[src/rtl/custom_conv_ctrl_pkg.sv]
// Shared definitions for the 2x2-convolution sequencer: geometry constants,
// state encoding, index types and the one-hot helper used for all strobes.
`timescale 1ns/1ps
package custom_conv_ctrl_pkg;

    localparam int FMAP_DIM = 3;  // feature map is FMAP_DIM x FMAP_DIM, row-major
    localparam int KER_DIM  = 2;  // kernel is KER_DIM x KER_DIM
    localparam int N_ALU    = 4;  // one multiplier per kernel tap
    localparam int N_OUT    = 4;  // outputs c11, c12, c21, c22

    typedef enum logic [2:0] {
        ST_IDLE,
        ST_LOAD_W,
        ST_LOAD_F,
        ST_DRAIN,
        ST_ACC,
        ST_DONE
    } state_t;

    typedef logic [$clog2(N_ALU)-1:0] k_idx_t;  // kernel tap index (a,b) = (k[1],k[0])
    typedef logic [$clog2(N_OUT)-1:0] p_idx_t;  // output index (r,c) = (p[1],p[0])

    // Index 0 maps to the MSB: bit3 is ALU1 / c11, bit0 is ALU4 / c22.
    function automatic logic [N_ALU-1:0] onehot_msb(input logic [1:0] idx);
        return {1'b1, {(N_ALU-1){1'b0}}} >> idx;
    endfunction

endpackage

[src/rtl/custom_conv_ctrl_if.sv]
// Controller-to-datapath/memory bundle. The sequencer drives everything except
// start; the datapath, memory and run requester sit on the slave side.
`timescale 1ns/1ps
interface custom_conv_ctrl_if #(parameter int ADDR_W = 8);
    import custom_conv_ctrl_pkg::*;

    logic                              start;
    logic                              busy;
    logic                              done;
    logic [ADDR_W-1:0]                 mem_addr;
    logic                              mem_rd_en;
    logic [N_ALU-1:0]                  weight_en;
    logic [N_ALU-1:0]                  feature_en;
    logic [N_ALU-1:0]                  buff_mux_sel;
    logic [N_OUT*$clog2(N_OUT)-1:0]    sel_demux;
    logic [N_OUT-1:0]                  acc_en;

    modport master (
        input  start,
        output busy, done, mem_addr, mem_rd_en,
        output weight_en, feature_en, buff_mux_sel, sel_demux, acc_en
    );

    modport slave (
        output start,
        input  busy, done, mem_addr, mem_rd_en,
        input  weight_en, feature_en, buff_mux_sel, sel_demux, acc_en
    );

endinterface

[src/rtl/custom_conv_addr_gen.sv]
// Read-address generator: weights are contiguous from WGT_BASE; feature tap
// (a,b) of output (r,c) lives at FMAP_BASE + FMAP_DIM*(r+a) + (c+b).
// Arithmetic is ADDR_W wide and wraps freely.
`timescale 1ns/1ps
module custom_conv_addr_gen
    import custom_conv_ctrl_pkg::*;
#(
    parameter int                ADDR_W    = 8,
    parameter logic [ADDR_W-1:0] FMAP_BASE = 8'h00,
    parameter logic [ADDR_W-1:0] WGT_BASE  = 8'h10
) (
    input  state_t            phase,
    input  p_idx_t            p,
    input  k_idx_t            k,
    output logic [ADDR_W-1:0] addr
);

    logic [ADDR_W-1:0] row;
    logic [ADDR_W-1:0] col;

    // Decode the window position into a row/column and then an address.
    always_comb begin
        // NOTE: every output of a combinational block gets a default first so no latch is inferred.
        row  = ADDR_W'(int'(p) / KER_DIM + int'(k) / KER_DIM);
        col  = ADDR_W'(int'(p) % KER_DIM + int'(k) % KER_DIM);
        addr = '0;
        case (phase)
            ST_LOAD_W: addr = WGT_BASE + ADDR_W'(k);
            ST_LOAD_F: addr = FMAP_BASE + row * ADDR_W'(FMAP_DIM) + col;
            default:   addr = '0;
        endcase
    end

endmodule

[src/rtl/custom_conv_ctrl.sv]
// Sequencer for the 2x2-conv datapath: loads four weights, then for each of
// the four outputs loads its 2x2 feature window, drains the last load and
// fires one accumulate cycle. Every output is a flop fed from the next-state
// decode, so outputs line up with the state they describe.
`timescale 1ns/1ps
module custom_conv_ctrl
    import custom_conv_ctrl_pkg::*;
#(
    parameter int                ADDR_W    = 8,
    parameter logic [ADDR_W-1:0] FMAP_BASE = 8'h00,
    parameter logic [ADDR_W-1:0] WGT_BASE  = 8'h10
) (
    input  logic                clk,
    input  logic                rst,   // asynchronous, active-low
    custom_conv_ctrl_if.master  bus
);

    state_t            state, nxt_state;
    k_idx_t            k, nxt_k;
    p_idx_t            p, nxt_p;
    logic [ADDR_W-1:0] nxt_addr;

    // Read-return tracking: which buffer the read issued last cycle targets.
    logic              rd_is_w_q;
    k_idx_t            rd_k_q;

    custom_conv_addr_gen #(
        .ADDR_W    (ADDR_W),
        .FMAP_BASE (FMAP_BASE),
        .WGT_BASE  (WGT_BASE)
    ) u_addr_gen (
        .phase (nxt_state),
        .p     (nxt_p),
        .k     (nxt_k),
        .addr  (nxt_addr)
    );

    // State and tap/output counters.
    always_ff @(posedge clk or negedge rst) begin
        if (!rst) begin
            state <= ST_IDLE;
            k     <= '0;
            p     <= '0;
        end else begin
            // NOTE: sequential state uses non-blocking assignment so every flop samples pre-edge values.
            state <= nxt_state;
            k     <= nxt_k;
            p     <= nxt_p;
        end
    end

    // Next-state and counter sequencing.
    always_comb begin
        nxt_state = state;
        nxt_k     = k;
        nxt_p     = p;
        case (state)
            ST_IDLE: begin
                if (bus.start) begin
                    nxt_state = ST_LOAD_W;
                    nxt_k     = '0;
                    nxt_p     = '0;
                end
            end
            ST_LOAD_W: begin
                nxt_k = k + k_idx_t'(1);
                if (k == k_idx_t'(N_ALU - 1)) begin
                    nxt_state = ST_LOAD_F;
                    nxt_k     = '0;
                end
            end
            ST_LOAD_F: begin
                nxt_k = k + k_idx_t'(1);
                if (k == k_idx_t'(N_ALU - 1)) begin
                    nxt_state = ST_DRAIN;
                    nxt_k     = '0;
                end
            end
            ST_DRAIN: nxt_state = ST_ACC;
            ST_ACC: begin
                if (p == p_idx_t'(N_OUT - 1)) begin
                    nxt_state = ST_DONE;
                end else begin
                    nxt_state = ST_LOAD_F;
                    nxt_p     = p + p_idx_t'(1);
                    nxt_k     = '0;
                end
            end
            ST_DONE: nxt_state = ST_IDLE;
            default: nxt_state = ST_IDLE;
        endcase
    end

    // Registered control outputs; buffer loads trail their read strobe by one cycle.
    always_ff @(posedge clk or negedge rst) begin
        if (!rst) begin
            bus.busy         <= 1'b0;
            bus.done         <= 1'b0;
            bus.mem_addr     <= '0;
            bus.mem_rd_en    <= 1'b0;
            bus.weight_en    <= '0;
            bus.feature_en   <= '0;
            bus.buff_mux_sel <= '0;
            bus.sel_demux    <= '0;
            bus.acc_en       <= '0;
            rd_is_w_q        <= 1'b0;
            rd_k_q           <= '0;
        end else begin
            bus.busy         <= nxt_state inside {ST_LOAD_W, ST_LOAD_F, ST_DRAIN, ST_ACC};
            bus.done         <= (nxt_state == ST_DONE);
            bus.mem_rd_en    <= nxt_state inside {ST_LOAD_W, ST_LOAD_F};
            bus.mem_addr     <= nxt_addr;
            rd_is_w_q        <= (nxt_state == ST_LOAD_W);
            rd_k_q           <= nxt_k;
            bus.weight_en    <= (bus.mem_rd_en &&  rd_is_w_q) ? onehot_msb(rd_k_q) : '0;
            bus.feature_en   <= (bus.mem_rd_en && !rd_is_w_q) ? onehot_msb(rd_k_q) : '0;
            bus.buff_mux_sel <= (nxt_state == ST_ACC) ? '1 : '0;
            bus.sel_demux    <= (nxt_state == ST_ACC) ? {N_OUT{nxt_p}} : '0;
            bus.acc_en       <= (nxt_state == ST_ACC) ? onehot_msb(nxt_p) : '0;
        end
    end

endmodule

[src/flat_wrapper.sv]
// flat-port wrapper written by rule: the top's interface ports become plain ports
module custom_conv_ctrl_flat import custom_conv_ctrl_pkg::*;
#(
    parameter int                ADDR_W    = 8,
    parameter logic [ADDR_W-1:0] FMAP_BASE = 8'h00,
    parameter logic [ADDR_W-1:0] WGT_BASE  = 8'h10
)
  (clk, rst, bus_start, bus_busy, bus_done, bus_mem_addr, bus_mem_rd_en, bus_weight_en, bus_feature_en, bus_buff_mux_sel, bus_sel_demux, bus_acc_en);
  custom_conv_ctrl_if #(.ADDR_W(ADDR_W)) bus_i ();
  input  logic clk;
  input  logic rst;
  input wire logic [$bits(bus_i.start)-1:0] bus_start;
  output wire logic [$bits(bus_i.busy)-1:0] bus_busy;
  output wire logic [$bits(bus_i.done)-1:0] bus_done;
  output wire logic [$bits(bus_i.mem_addr)-1:0] bus_mem_addr;
  output wire logic [$bits(bus_i.mem_rd_en)-1:0] bus_mem_rd_en;
  output wire logic [$bits(bus_i.weight_en)-1:0] bus_weight_en;
  output wire logic [$bits(bus_i.feature_en)-1:0] bus_feature_en;
  output wire logic [$bits(bus_i.buff_mux_sel)-1:0] bus_buff_mux_sel;
  output wire logic [$bits(bus_i.sel_demux)-1:0] bus_sel_demux;
  output wire logic [$bits(bus_i.acc_en)-1:0] bus_acc_en;
  assign bus_i.start = bus_start;
  assign bus_busy = bus_i.busy;
  assign bus_done = bus_i.done;
  assign bus_mem_addr = bus_i.mem_addr;
  assign bus_mem_rd_en = bus_i.mem_rd_en;
  assign bus_weight_en = bus_i.weight_en;
  assign bus_feature_en = bus_i.feature_en;
  assign bus_buff_mux_sel = bus_i.buff_mux_sel;
  assign bus_sel_demux = bus_i.sel_demux;
  assign bus_acc_en = bus_i.acc_en;
  custom_conv_ctrl #(.ADDR_W(ADDR_W), .FMAP_BASE(FMAP_BASE), .WGT_BASE(WGT_BASE)) u_core (.clk(clk), .rst(rst), .bus(bus_i));
endmodule
[config.mk]
export PLATFORM = sky130hd
export DESIGN_NAME = custom_conv_ctrl_flat
export DESIGN_NICKNAME = d
export VERILOG_FILES = /design/src/rtl/custom_conv_ctrl_pkg.sv /design/src/rtl/custom_conv_ctrl_if.sv /design/src/rtl/custom_conv_addr_gen.sv /design/src/rtl/custom_conv_ctrl.sv /design/src/flat_wrapper.sv
export SDC_FILE = /design/constraint.sdc
export NUM_CORES = 1
export LEC_CHECK = 0
export CELL_PAD_IN_SITES_DETAIL_PLACEMENT = 1
export CELL_PAD_IN_SITES_GLOBAL_PLACEMENT = 2
export CORE_MARGIN = 5
export CORE_UTILIZATION = 30
export DETAILED_ROUTE_END_ITERATION = 6
export PLACE_DENSITY = 0.76
export SLEW_MARGIN = 20
export SYNTH_ARGS = -nofsm -noshare
export SYNTH_HDL_FRONTEND = slang
export SYNTH_SLANG_ARGS = --single-unit
[constraint.sdc]
create_clock -name clk -period 3.1 [get_ports clk]
set_input_delay 0.465 -clock clk [delete_from_list [all_inputs] [get_ports clk]]
set_output_delay 0.465 -clock clk [all_outputs]
set_load 0.1 [all_outputs]
==> results.toml, run 1 <==
[status]
status = "finished, final reports clean"

[timing]
skew_ns = 0.00401
setup_violations = 0
maxSlewViolCount = 0
rsz0062_at_grt = "no"
hold_viol_final = 0
min_period_over_period = 0.894
fmax_ghz = 0.361
fin_ws_ns = 0.329
slew-limit-headroom = 0.665
period_needed_ns = 2.77
holdWs_ns = 0.578
tightest_slew_ns = 0.503
fin_tns_setup_ns = 0

[placed_design]
io_buffers = 34
place.gp.congestion = 0.758
dp_hpwl_um = 2470
post-place-ws_ns = 0.0328

[clock_tree]
clockRootBuffer = "clkbuf_8"
cts_sinks = 31
clock_latency_ns = 0.28
numCtsBuffers = 5
max-clock-path-buffers = 2
cts_hold_buf = 0
cts_setup_buffers = 0
cts_resized = 0
path_clk_slew_ns = 0.06
h-tree-depth = 2
tritoncts = "yes"

[drt]
vias = 1022
vias_per_cell = 4.41
ant_nets = 0
dr.first_iter.drc_count = 9
drc_errors = 0
post_drt_wl_per_cell_um = 13.5
drt_pass1_iterations = 4
drt-total-wl_um = 3140

[grt]
grt_pass1_vias = 1073
grt_antenna_before_repair = 0
grt_use_total = 0.107
grt_max_degree = 32
grt_pass1_wl_um = 5150
grt-ovfl-total = 0

[worst_setup_path]
critPathSlowestCell = "dfrtp_1"
regToRegEndpoint = "u_core.bus.mem_addr[2]"
crit_chain = "nor2_4 -> and3_4 -> nor3_2 -> a22oi_1 -> fa_1 -> ha_1 -> inv_1 -> fa_1 -> xor2_1 -> nor2_1"
crit_path_end_kind = "register"
critical_path.max_fanout = 10
crit_path_start_kind = "register"
cp_num_buf_inv = 1
rrSetupSlack_ns = 0.33
ff2ff_path_depth = 10
cp.required_ns = 3.26
worstSetupPathType = "reg2reg"
worst_path_largest_cell_delay_ns = 0.58
cp.depth = 10
cp.arrival_ns = 2.93
reg2reg_from = "u_core.state[0]"
cp_common_cell = "fa_1"
cp_top_family = "adder cells"

[floorplan]
die_h_um = 80.2
fp.coreArea_um2 = 4750
ios = 38
initial_utilization = 0.311
die-width_um = 80.2
rows = 25
die_area_um2 = 6440

[cells_and_area]
diodes = 0
drive_gt1_frac = 0.297
nets = 179
fillers = 553
area_growth_pct = 24.2
seqCellArea_um2 = 776
final_util = 0.387
multi_input_area_um2 = 556

[logic_synthesis]
synth_seq_cells = 31
netlist_area_um2 = 1480
ys_seq_area_frac = 0.524
synthCells = 134
yosys_warnings = 0
yosysUniqueCellTypes = 34
synth_area_per_cell_um2 = 11.0

[flow_run]
cap_violations = 0

[worst_hold_path]
min-delay-path-class = "in2async"
cells in the mapped netlist:
master / n / share of area
a21oi_1: 2 / 0.0068
dfrtp_1: 31 / 0.52
ha_1: 9 / 0.076
nor3b_1: 1 / 0.0051
a21o_1: 1 / 0.0051
nor2_1: 13 / 0.033
fa_1: 2 / 0.027
a311oi_4: 1 / 0.018
nor2b_1: 2 / 0.0085
o21ai_1: 1 / 0.0034
nor3_1: 6 / 0.020
o22ai_1: 2 / 0.0085
clkbuf_1: 1 / 0.0025
nand4_1: 1 / 0.0042
a22o_1: 2 / 0.012
buf_4: 14 / 0.071
a22oi_1: 2 / 0.010
or2_2: 1 / 0.0042
inv_1: 10 / 0.025
a32o_1: 1 / 0.0068
and3_4: 1 / 0.0076
xnor2_1: 1 / 0.0059
buf_2: 2 / 0.0068
nor3_2: 1 / 0.0068
a2bb2oi_1: 1 / 0.0059
nor2_4: 1 / 0.0076
xor2_1: 1 / 0.0059
and3_1: 4 / 0.017
nand2_1: 6 / 0.015
o21ai_0: 3 / 0.010
and2_1: 5 / 0.021
conb_1: 1 / 0.0025
nand3_1: 1 / 0.0034
nand2b_1: 3 / 0.013
per-layer routing:
layer	GRT usage	wire, um	vias up
met4	0.0557	75	0
met2	0.191	1630	32
met5	0	0	-
met3	0.0359	198	7
li1	-	-	479
met1	0.110	1240	504
per-stage QoR:
| step | area [um2] | cells |
|---|---|---|
| after floorplan | 1490 | 136 |
| after global placement | 1750 | 225 |
| after detailed placement | 1750 | 225 |
| after CTS | 1840 | 232 |
| after global routing | 1840 | 232 |
| final | 1840 | 232 |
placed cells by master (no fill, tap or decap), drive strengths merged, types with 2 or more instances in the layout:
cell type and n:
a21oi 2, nand2b 3, inv 10, ha 9
nor3 7, fa 2, o22ai 2, buf 37
clkdlybuf4s50 2, conb 3, nand2 6, and3 5
dfrtp 31, a22o 2, a22oi 2, and2 5
nor2b 2, nor2 14, o21ai 4, clkbuf 6
worst max-delay path by stage:
stage	start	endpoint	slack [ns]
4_1_cts	u_core.state[0]	u_core.bus.mem_addr[2]	0.30
2_1_floorplan	u_core.state[1]	u_core.bus.mem_addr[2]	0.51
6_report	u_core.state[0]	u_core.bus.mem_addr[2]	0.33
5_1_grt	u_core.state[0]	u_core.bus.mem_addr[2]	0.17
3_3_place_gp	bus_start	u_core.bus.mem_addr[2]	0.09
3_5_place_dp	bus_start	u_core.bus.mem_addr[2]	0.03
layout make-up:
cell class | instances | share of cell area
Clock buffer | 6 | 0.0449
Clock inverter | 1 | 0.00272
Inverter | 10 | 0.0204
Multi-Input combinational cell | 78 | 0.302
Sequential cell | 31 | 0.422
Tap cell | 67 | 0.0456
Timing Repair Buffer | 39 | 0.162
cell families after synthesis:
group,Yosys count,share of synthesized area
adders and majority gates,11,0.103
buffers and inverters,27,0.106
DFF,31,0.524
other,1,0.00253
and+or+nand+nor,46,0.167
AOI/OAI and AO/OA,16,0.0862
xor gates and xnor gates,2,0.0118
flip-flops by register name (all words and copies together), names as in the netlist, 2 cells and up:
signal and count:
u_core.bus.feature_en 4, u_core.bus.mem_addr 5, u_core.state 3, u_core.bus.acc_en 4, u_core.p 2, u_core.rd_k_q 2, u_core.bus.weight_en 4, u_core.bus.sel_demux 2
Power of run 1 is left out: the tool's default activity adds up to more than one toggle a clock period on the data nets, which glitch-free logic cannot reach.
==> run 2: changes to the inputs <==
Settings changed: RECOVER_POWER set to 25.
==> run 2 against run 1 <==
The run now ends with max-capacitance violations, max-slew violations left. Register-to-register slack barely moved. Global-route usage did not move. Utilization fell by 0.079 points. Via count barely moved. Sequential share of layout area rose by 0.086 points. Worst hold slack improved by 0.0026 ns. Maximum frequency did not move. Final cell count did not move.
==> results.toml, run 2 (synthesis gave the netlist of run 1 again) <==
[cells_and_area]
nets = 179
final_common_cell = "buf_4"
diodes = 0
area_growth_pct = 23.9
regMostFlops = "u_core.bus.mem_addr"
largest_reg_flops = 5
final_cell_mix = "buf_4, dfrtp_1, nor2_1, inv_1, ha_1"
drive_gt1_frac = 0.291

[status]
status = "finished, violations left"
violations = "max-capacitance violations, max-slew violations"

[worst_setup_path]
crit_path_start_kind = "register"
cp.arrival_ns = 2.93
cp.required_ns = 3.26
critical_path.max_fanout = 10
crit_path_end_kind = "register"
worstSetupPathType = "reg2reg"

[drt]
drt_pass1_iterations = 4
drt-total-wl_um = 3140
dr.first_iter.drc_count = 9
drc_errors = 0
post_drt_wl_per_cell_um = 13.5
vias = 1021
vias_per_cell = 4.40
ant_nets = 0

[floorplan]
fp.coreArea_um2 = 4750
ios = 38
rows = 25
die_area_um2 = 6440
initial_utilization = 0.311
die-width_um = 80.2
die_h_um = 80.2

[clock_tree]
tritoncts = "yes"
cts_setup_buffers = 0
clockRootBuffer = "clkbuf_8"
max-clock-path-buffers = 2
cts_hold_buf = 0
cts_resized = 0
cts_sinks = 31
h-tree-depth = 2
clock_latency_ns = 0.28
numCtsBuffers = 5
path_clk_slew_ns = 0.06

[timing]
maxSlewViolCount = 32
setup_violations = 0
fmax_ghz = 0.361
tightest_slew_ns = 1.62
period_needed_ns = 2.77
min_period_over_period = 0.894
skew_ns = 0.00401
rsz0062_at_grt = "no"
slew-limit-headroom = -0.0811
fin_tns_setup_ns = 0
hold_viol_final = 0

[placed_design]
dp_hpwl_um = 2470
io_buffers = 34
place.gp.congestion = 0.758

[grt]
grt_antenna_before_repair = 0
grt_pass1_wl_um = 5150
grt_max_degree = 32
grt_pass1_vias = 1073
grt_use_total = 0.107
grt-ovfl-total = 0

[flow_run]
cap_violations = 1

[worst_hold_path]
min-delay-path-class = "reg2reg"
-- run 2: cell count changes in the layout (fill, tap and decap cells not counted), sizes merged --
cell           before  now
clkbuf              6    7
buf                37   36
clkdlybuf4s50       2    1
dlygate4sd3         0    1
-- run 2: path summary, 6_finish.rpt --
kind,start,endpoint,slack [ns],depth (start not counted)
max in group asynchronous,rst,u_core.bus.acc_en[3],1.03,2
hold / removal,u_core.p[0],u_core.bus.acc_en[3],0.58,1
min in group asynchronous,rst,u_core.bus.mem_addr[1],1.13,2
hold reg to reg,u_core.p[0],u_core.bus.acc_en[3],0.58,1
setup reg to reg,u_core.state[0],u_core.bus.mem_addr[2],0.33,10
setup / recovery,u_core.state[0],u_core.bus.mem_addr[2],0.33,10
-- run 2: layout make-up --
cell class / instances / area [um2]
Tap cell: 67 / 83.8
Inverter: 10 / 37.5
Fill cell: 552 / 2920
Clock inverter: 1 / 5.00
Clock buffer: 6 / 82.6
Multi-Input combinational cell: 78 / 556
Sequential cell: 31 / 776
Timing Repair Buffer: 39 / 294
-- run 2: worst max-delay path: stages, from the launching register on --
cell     delay (ns)
dfrtp_1        0.58
nor2_4         0.09
and3_4         0.21
nor3_2         0.22
a22oi_1        0.17
fa_1           0.57
ha_1           0.17
inv_1          0.05
fa_1           0.37
xor2_1         0.16
nor2_1         0.05
-- run 2: per-layer routing --
metal,track usage,share of wire
met5,0,0
met4,0.0557,0.024
met3,0.0359,0.063
met2,0.191,0.52
met1,0.110,0.39
-- run 2: metrics by stage --
| step | setup slack, ns | util | std cells | hold WS, ns | cell area (um2) |
|---|---|---|---|---|---|
| 2_1_floorplan | 0.512 | - | 136 | 0.169 | 1490 |
| 3_3_place_gp | 0.0936 | 0.368 | 225 | 0.552 | 1750 |
| 3_5_place_dp | 0.0328 | 0.368 | 225 | 0.560 | 1750 |
| 4_1_cts | 0.304 | 0.387 | 232 | 0.585 | 1840 |
| 5_1_grt | 0.172 | 0.386 | 232 | 0.627 | 1830 |
| 6_report | 0.329 | 0.386 | 232 | 0.581 | 1830 |
Power of run 2 is left out for the same reason.
